--- src/rtl/phy_dly_pkg.sv ---
// Shared definitions for the byte-lane delay programming path.
// Holds the dly_addr map boundaries and the loader FSM state encoding.
package phy_dly_pkg;

  localparam logic [4:0] DLY_ADDR_ODLY_LAST   = 5'd9;
  localparam logic [4:0] DLY_ADDR_IDLY_FIRST  = 5'd16;
  localparam logic [4:0] DLY_ADDR_IDLY_LAST   = 5'd24;
  localparam int         DLY_ENTRIES_PER_LANE = 19;

  typedef enum logic [2:0] {
    S_IDLE,
    S_FETCH,
    S_LOAD,
    S_SET,
    S_DONE
  } dly_state_e;

endpackage

--- src/rtl/dly_table_ram.sv ---
// Delay table storage: one write port, two synchronous read ports.
//  clk_i                   clock
//  rst_i                   async active-high reset; clears only the read registers
//  we_i/waddr_i/wdata_i    write port
//  re_a_i/raddr_a_i        sequencer read; output holds while re_a_i=0
//  rdata_a_o               sequencer read data (1-cycle latency)
//  raddr_b_i/rdata_b_o     readback port, reads every cycle
// The array itself is never reset so host-programmed delays survive rst.
module dly_table_ram #(
  parameter int DEPTH = 64,
  parameter int AW    = 6
) (
  input  logic          clk_i,
  input  logic          rst_i,
  input  logic          we_i,
  input  logic [AW-1:0] waddr_i,
  input  logic [7:0]    wdata_i,
  input  logic          re_a_i,
  input  logic [AW-1:0] raddr_a_i,
  output logic [7:0]    rdata_a_o,
  input  logic [AW-1:0] raddr_b_i,
  output logic [7:0]    rdata_b_o
);

  logic [7:0] mem [DEPTH];

  always_ff @(posedge clk_i) begin
    if (we_i) mem[waddr_i] <= wdata_i;
  end

  // Read-before-write: a same-cycle write/read of one index returns the old value.
  always_ff @(posedge clk_i or posedge rst_i) begin
    if (rst_i) begin
      rdata_a_o <= '0;
      rdata_b_o <= '0;
    end else begin
      if (re_a_i) rdata_a_o <= mem[raddr_a_i];
      rdata_b_o <= mem[raddr_b_i];
    end
  end

endmodule

--- src/rtl/byte_lane_dly_loader.sv ---
// Delay-programming sequencer for the byte_lane PHY blocks.
// Host fills a per-lane table of tap values; a start pulse streams every used
// entry of the selected lanes over the shared dly bus, then pulses set.
//  clk_div, rst         clock / async active-high reset
//  wr_en_i/wr_addr_i/wr_data_i   host table write ({lane, dly_addr})
//  rd_addr_i/rd_data_o  registered readback
//  start_i/lane_mask_i  sequence request and lanes to program
//  busy_o/done_o/wr_err_o        status
//  dly_data_o/dly_addr_o/ld_delay_o/set_o  byte_lane programming bus
module byte_lane_dly_loader
  import phy_dly_pkg::*;
#(
  parameter int NUM_LANES = 2
) (
  input  logic                           clk_div,
  input  logic                           rst,
  input  logic                           wr_en_i,
  input  logic [$clog2(NUM_LANES)+4:0]   wr_addr_i,
  input  logic [7:0]                     wr_data_i,
  input  logic [$clog2(NUM_LANES)+4:0]   rd_addr_i,
  output logic [7:0]                     rd_data_o,
  input  logic                           start_i,
  input  logic [NUM_LANES-1:0]           lane_mask_i,
  output logic                           busy_o,
  output logic                           done_o,
  output logic                           wr_err_o,
  output logic [7:0]                     dly_data_o,
  output logic [4:0]                     dly_addr_o,
  output logic [NUM_LANES-1:0]           ld_delay_o,
  output logic [NUM_LANES-1:0]           set_o
);

  localparam int AW = $clog2(NUM_LANES) + 5;
  localparam int LW = (NUM_LANES > 1) ? $clog2(NUM_LANES) : 1;

  dly_state_e           state_q;
  logic [NUM_LANES-1:0] mask_q, ld_q, set_q;
  logic [LW-1:0]        lane_q, first_lane_d, nxt_lane_d;
  logic                 nxt_vld_d;
  logic [4:0]           addr_q, dly_addr_q;
  logic                 last_q, busy_q, done_q, wr_err_q;
  logic                 seq_re;
  logic [AW-1:0]        seq_raddr;

  // Lowest set lane of the incoming mask, and next set lane above the current one.
  always_comb begin
    first_lane_d = '0;
    nxt_vld_d    = 1'b0;
    nxt_lane_d   = lane_q;
    for (int i = NUM_LANES - 1; i >= 0; i--) begin
      if (lane_mask_i[i]) first_lane_d = LW'(i);
      if (mask_q[i] && (i > int'(lane_q))) begin
        nxt_vld_d  = 1'b1;
        nxt_lane_d = LW'(i);
      end
    end
  end

  // The read for an entry is issued one cycle ahead of its ld strobe; last_q
  // marks that the final entry has already been fetched.
  assign seq_re    = (state_q == S_FETCH) || ((state_q == S_LOAD) && !last_q);
  assign seq_raddr = AW'({lane_q, addr_q});

  dly_table_ram #(.DEPTH(NUM_LANES * 32), .AW(AW)) u_tbl (
    .clk_i     (clk_div),
    .rst_i     (rst),
    .we_i      (wr_en_i & ~busy_q),
    .waddr_i   (wr_addr_i),
    .wdata_i   (wr_data_i),
    .re_a_i    (seq_re),
    .raddr_a_i (seq_raddr),
    .rdata_a_o (dly_data_o),
    .raddr_b_i (rd_addr_i),
    .rdata_b_o (rd_data_o)
  );

  always_ff @(posedge clk_div or posedge rst) begin
    if (rst) begin
      state_q    <= S_IDLE;
      mask_q     <= '0;
      lane_q     <= '0;
      addr_q     <= '0;
      last_q     <= 1'b0;
      busy_q     <= 1'b0;
      done_q     <= 1'b0;
      wr_err_q   <= 1'b0;
      ld_q       <= '0;
      set_q      <= '0;
      dly_addr_q <= '0;
    end else begin
      wr_err_q <= wr_en_i & busy_q;
      case (state_q)
        S_IDLE: begin
          if (start_i) begin
            mask_q <= lane_mask_i;
            busy_q <= 1'b1;
            lane_q <= first_lane_d;
            addr_q <= '0;
            last_q <= 1'b0;
            if (lane_mask_i == '0) begin
              done_q  <= 1'b1;
              state_q <= S_DONE;
            end else begin
              state_q <= S_FETCH;
            end
          end
        end
        S_FETCH, S_LOAD: begin
          if (seq_re) begin
            ld_q       <= NUM_LANES'(1) << lane_q;
            dly_addr_q <= addr_q;
            state_q    <= S_LOAD;
            if (addr_q == DLY_ADDR_ODLY_LAST) begin
              addr_q <= DLY_ADDR_IDLY_FIRST;
            end else if (addr_q == DLY_ADDR_IDLY_LAST) begin
              if (nxt_vld_d) begin
                lane_q <= nxt_lane_d;
                addr_q <= '0;
              end else begin
                last_q <= 1'b1;
              end
            end else begin
              addr_q <= addr_q + 5'd1;
            end
          end else begin
            ld_q    <= '0;
            set_q   <= mask_q;
            last_q  <= 1'b0;
            state_q <= S_SET;
          end
        end
        S_SET: begin
          set_q   <= '0;
          done_q  <= 1'b1;
          state_q <= S_DONE;
        end
        S_DONE: begin
          done_q  <= 1'b0;
          busy_q  <= 1'b0;
          state_q <= S_IDLE;
        end
        default: state_q <= S_IDLE;
      endcase
    end
  end

  assign busy_o     = busy_q;
  assign done_o     = done_q;
  assign wr_err_o   = wr_err_q;
  assign ld_delay_o = ld_q;
  assign set_o      = set_q;
  assign dly_addr_o = dly_addr_q;

endmodule

--- config.mk ---
export PLATFORM = sky130hd
export DESIGN_NAME = byte_lane_dly_loader
export DESIGN_NICKNAME = d
export VERILOG_FILES = /design/src/rtl/phy_dly_pkg.sv /design/src/rtl/dly_table_ram.sv /design/src/rtl/byte_lane_dly_loader.sv
export SDC_FILE = /design/constraint.sdc
export NUM_CORES = 1
export LEC_CHECK = 0
export ABC_AREA = 0
export ABC_CLOCK_PERIOD_IN_PS = 6410
export CORE_MARGIN = 8
export CORE_UTILIZATION = 49
export DETAILED_ROUTE_END_ITERATION = 10
export PLACE_DENSITY_LB_ADDON = 0.2
export REMOVE_ABC_BUFFERS = 1
export SETUP_SLACK_MARGIN = 0.05
export SYNTH_ARGS = -nofsm -noshare
export SYNTH_HDL_FRONTEND = slang
export SYNTH_SLANG_ARGS = --single-unit
--- constraint.sdc ---
create_clock -name clk_div -period 6.41 [get_ports clk_div]
set_input_delay 0.9615 -clock clk_div [delete_from_list [all_inputs] [get_ports clk_div]]
set_output_delay 0.9615 -clock clk_div [all_outputs]
set_load 0.01 [all_outputs]
==> impl_metrics.toml <==
[timing]
fin_crit_ns = 3.40
setup_viol = 0
clock_skew_ns = 0.0158
rsz0062_at_grt = "false"
maxSlewHeadroom_pct = 12.7
finalHoldViolCount = 0
slew_violations = 0
worst_pin_slew_ns = 1.30
fmax_mhz = 294
period_share_pct = 53.0
fin_setup_tns_ns = 0

[yosys]
yosys-top-cells-area = "edfxtp_1 (60%), mux4_2 (25%), dfrtp_1 (3.9%)"
synth_top_area_share_pct = 59.8
ys_warn_count = 0
syn_inst = 1336
synth_xor_area_share_pct = 0.0341
synth_compound_area_share_pct = 2.66
yosys-mux-area-fraction_pct = 27.1
netlist_area_um2 = 25700
synth_top_family_by_area = "multiplexers"
ys.flop_type = "edfxtp_1"
yosysTopAreaCell = "edfxtp_1"
synth.ff_latch_count = 552
synth_edf_count = 512
avgSynthCellArea_um2 = 19.2
synthSimpleGateAreaFrac_pct = 4.26
synthAdderAreaFrac_pct = 0.146
ys_types = 53
async_flop_share_pct = 7.25
yosysSeqAreaShare_pct = 63.7

[place]
placed_cell_area_um2 = 26800
hpwlAfterDp_um = 46500
place.port_buffers = 53
place_congestion = 0.876

[floorplanning]
initial_utilization_pct = 49.2
core_area_um2 = 52200
die_area_um2 = 60100
dieHeight_um = 245
io_pins = 54
die_w_um = 245
row_count = 84

[routing]
postRouteAntennaNets = 0
via_count = 14400
via_per_inst = 6.80
wl_per_cell_um = 34.3
drc = 0
detail_route.iter0.violations = 1952
first_pass_iters = 5
wl_um = 72600

[pwr]
swShare_pct = 28.7
switchingPower_mw = 2.81
p_seq_share_pct = 43.5
power.clock.fraction_pct = 34.2
total_leakage_power_nw = 8.91
ir_drop_uv = 236
p_comb_share_pct = 22.3
internal-power_mw = 6.99
power-per-cell-area_nw_per_um2 = 342

[clock_network]
post_cts_buffers = 0
root_buffer = "clkbuf_16"
cts_resized = 0
ctsHtreeMaxLevel = 2
clkTransAtPathRegs_ns = 0.06
postCtsHoldBufs = 0
cts_tree = "yes"
clk_path_buf_depth = 3
clk_latency_ns = 0.62
cts_sinks = 552
numCtsBuffers = 56

[setup_path]
crit_fanout = 57
critPathKind = "input pin to flop"
end_kind = "flop"
critical_path_required_ns = 6.88
worst-r2r-cell-count = 6
crit_path_start_kind = "input pin"
worst_ep_arrival_time_ns = 3.87

[grt]
track_usage_pct = 24.3
gr-total-overflow = 0
grt_antenna_before_repair = 3
grt_max_degree = 80
grt_pass1_vias = 14300
grt_pass1_wl_um = 105000

[worst_hold_path]
holdCritPathClass = "flop to flop"
whs_path_depth = 2

[final_layout]
final_cell_mix = "edfxtp_1 (512), mux4_2 (286), nor2_1 (90)"
layout_commonest_cell = "edfxtp_1"
nets = 1411
drive_gt1_share_pct = 30.4
synthToLayoutAreaGrowth_pct = 11.6
final_area_um2 = 28700

[flow_run]
drv_cap = 0

[status]
status = "complete, no violations"
[registers in the layout, indices dropped and copies added (netlist names)]
name and flops:
done_o 1, busy_o 1, set_o 2, lane_q 1, dly_addr_o 5, ld_delay_o 2
state_q 3, u_tbl.rdata_a_o 8, mask_q 2, wr_err_o 1, addr_q 5, u_tbl.rdata_b_o 8
u_tbl.mem 512, last_q 1
[routing by layer]
layer / global-route usage (%) / vias to the layer above / part of all wire (%)
met1: 34.8 / 7679 / 40
met4: 6.34 / 4 / 2.3
li1: - / 5749 / -
met2: 37.4 / 846 / 47
met3: 5.96 / 124 / 10
met5: 0 / - / 0.036
[cell families after synthesis]
family	count (synthesis)
and+or+nand+nor	236
muxes	338
xor gates and xnor gates	1
adders and majority gates	3
buffers and inverters	103
DFF	552
AOI/OAI and AO/OA	103
[power by group through the flow]
stage	clock, mW	combinational (mW)	sequential, mW
detailed placement	0	2.17	4.34
CTS	3.40	2.18	4.26
global placement	0	2.16	4.34
finish	3.36	2.18	4.26
global route	3.53	2.31	4.28
floorplan	0	1.32	4.43
[metrics by stage]
stage / std cells / power [mW] / setup WS, ns / hold slack (ns) / utilization [%]
final: 2118 / 9.80 / 3.01 / 0.475 / 54.9
after global routing: 2118 / 10.1 / 2.94 / 0.502 / 54.9
after CTS: 2117 / 9.84 / 2.99 / 0.481 / 54.9
after detailed placement: 2012 / 6.51 / 2.34 / 0.465 / 51.4
after global placement: 2012 / 6.49 / 2.37 / 0.461 / 51.4
after floorplan: 1238 / 5.75 / 0.490 / 0.481 / -
[path summary, 6_finish.rpt]
path,start,to,slack (ns)
setup / recovery,rd_addr_i[0],u_tbl.rdata_b_o[7],3.01
hold / removal,dly_addr_o[1],dly_addr_o[1],0.47
setup reg to reg,addr_q[0],u_tbl.rdata_a_o[4],3.09
hold reg to reg,dly_addr_o[1],dly_addr_o[1],0.47
max in group asynchronous,rst,addr_q[1],4.81
min in group asynchronous,rst,dly_addr_o[1],0.89
[cell type report]
cell class	count	area [µm²]
fillers	3939	23500
flip-flops and latches	552	16400
multi-input cells	681	8800
clock buffers	69	1470
well taps	688	861
repair buffers	86	758
clock inverters	36	389
inverters	5	18.8
diodes	1	2.50
[critical path, stage by stage]
cell	delay [ns]
clkbuf_8	0.59
buf_4	0.59
mux4_2	0.62
mux4_2	0.50
mux2i_1	0.45
o21ai_1	0.10
[cell usage after synthesis, types with 7 or more instances]
cell type,instances
nor2_1,90
mux2_2,9
buf_2,33
nand2b_1,9
a22o_1,7
edfxtp_1,512
a21oi_1,17
nand2_1,65
mux2i_1,43
dfrtp_1,40
clkbuf_1,37
nor2b_1,11
nand3_1,21
o22ai_1,13
buf_4,15
o21ai_0,20
nand3b_1,12
mux4_2,286
o211ai_1,7
buf_6,8
No activity file was read; power rests on OpenSTA's default activity.
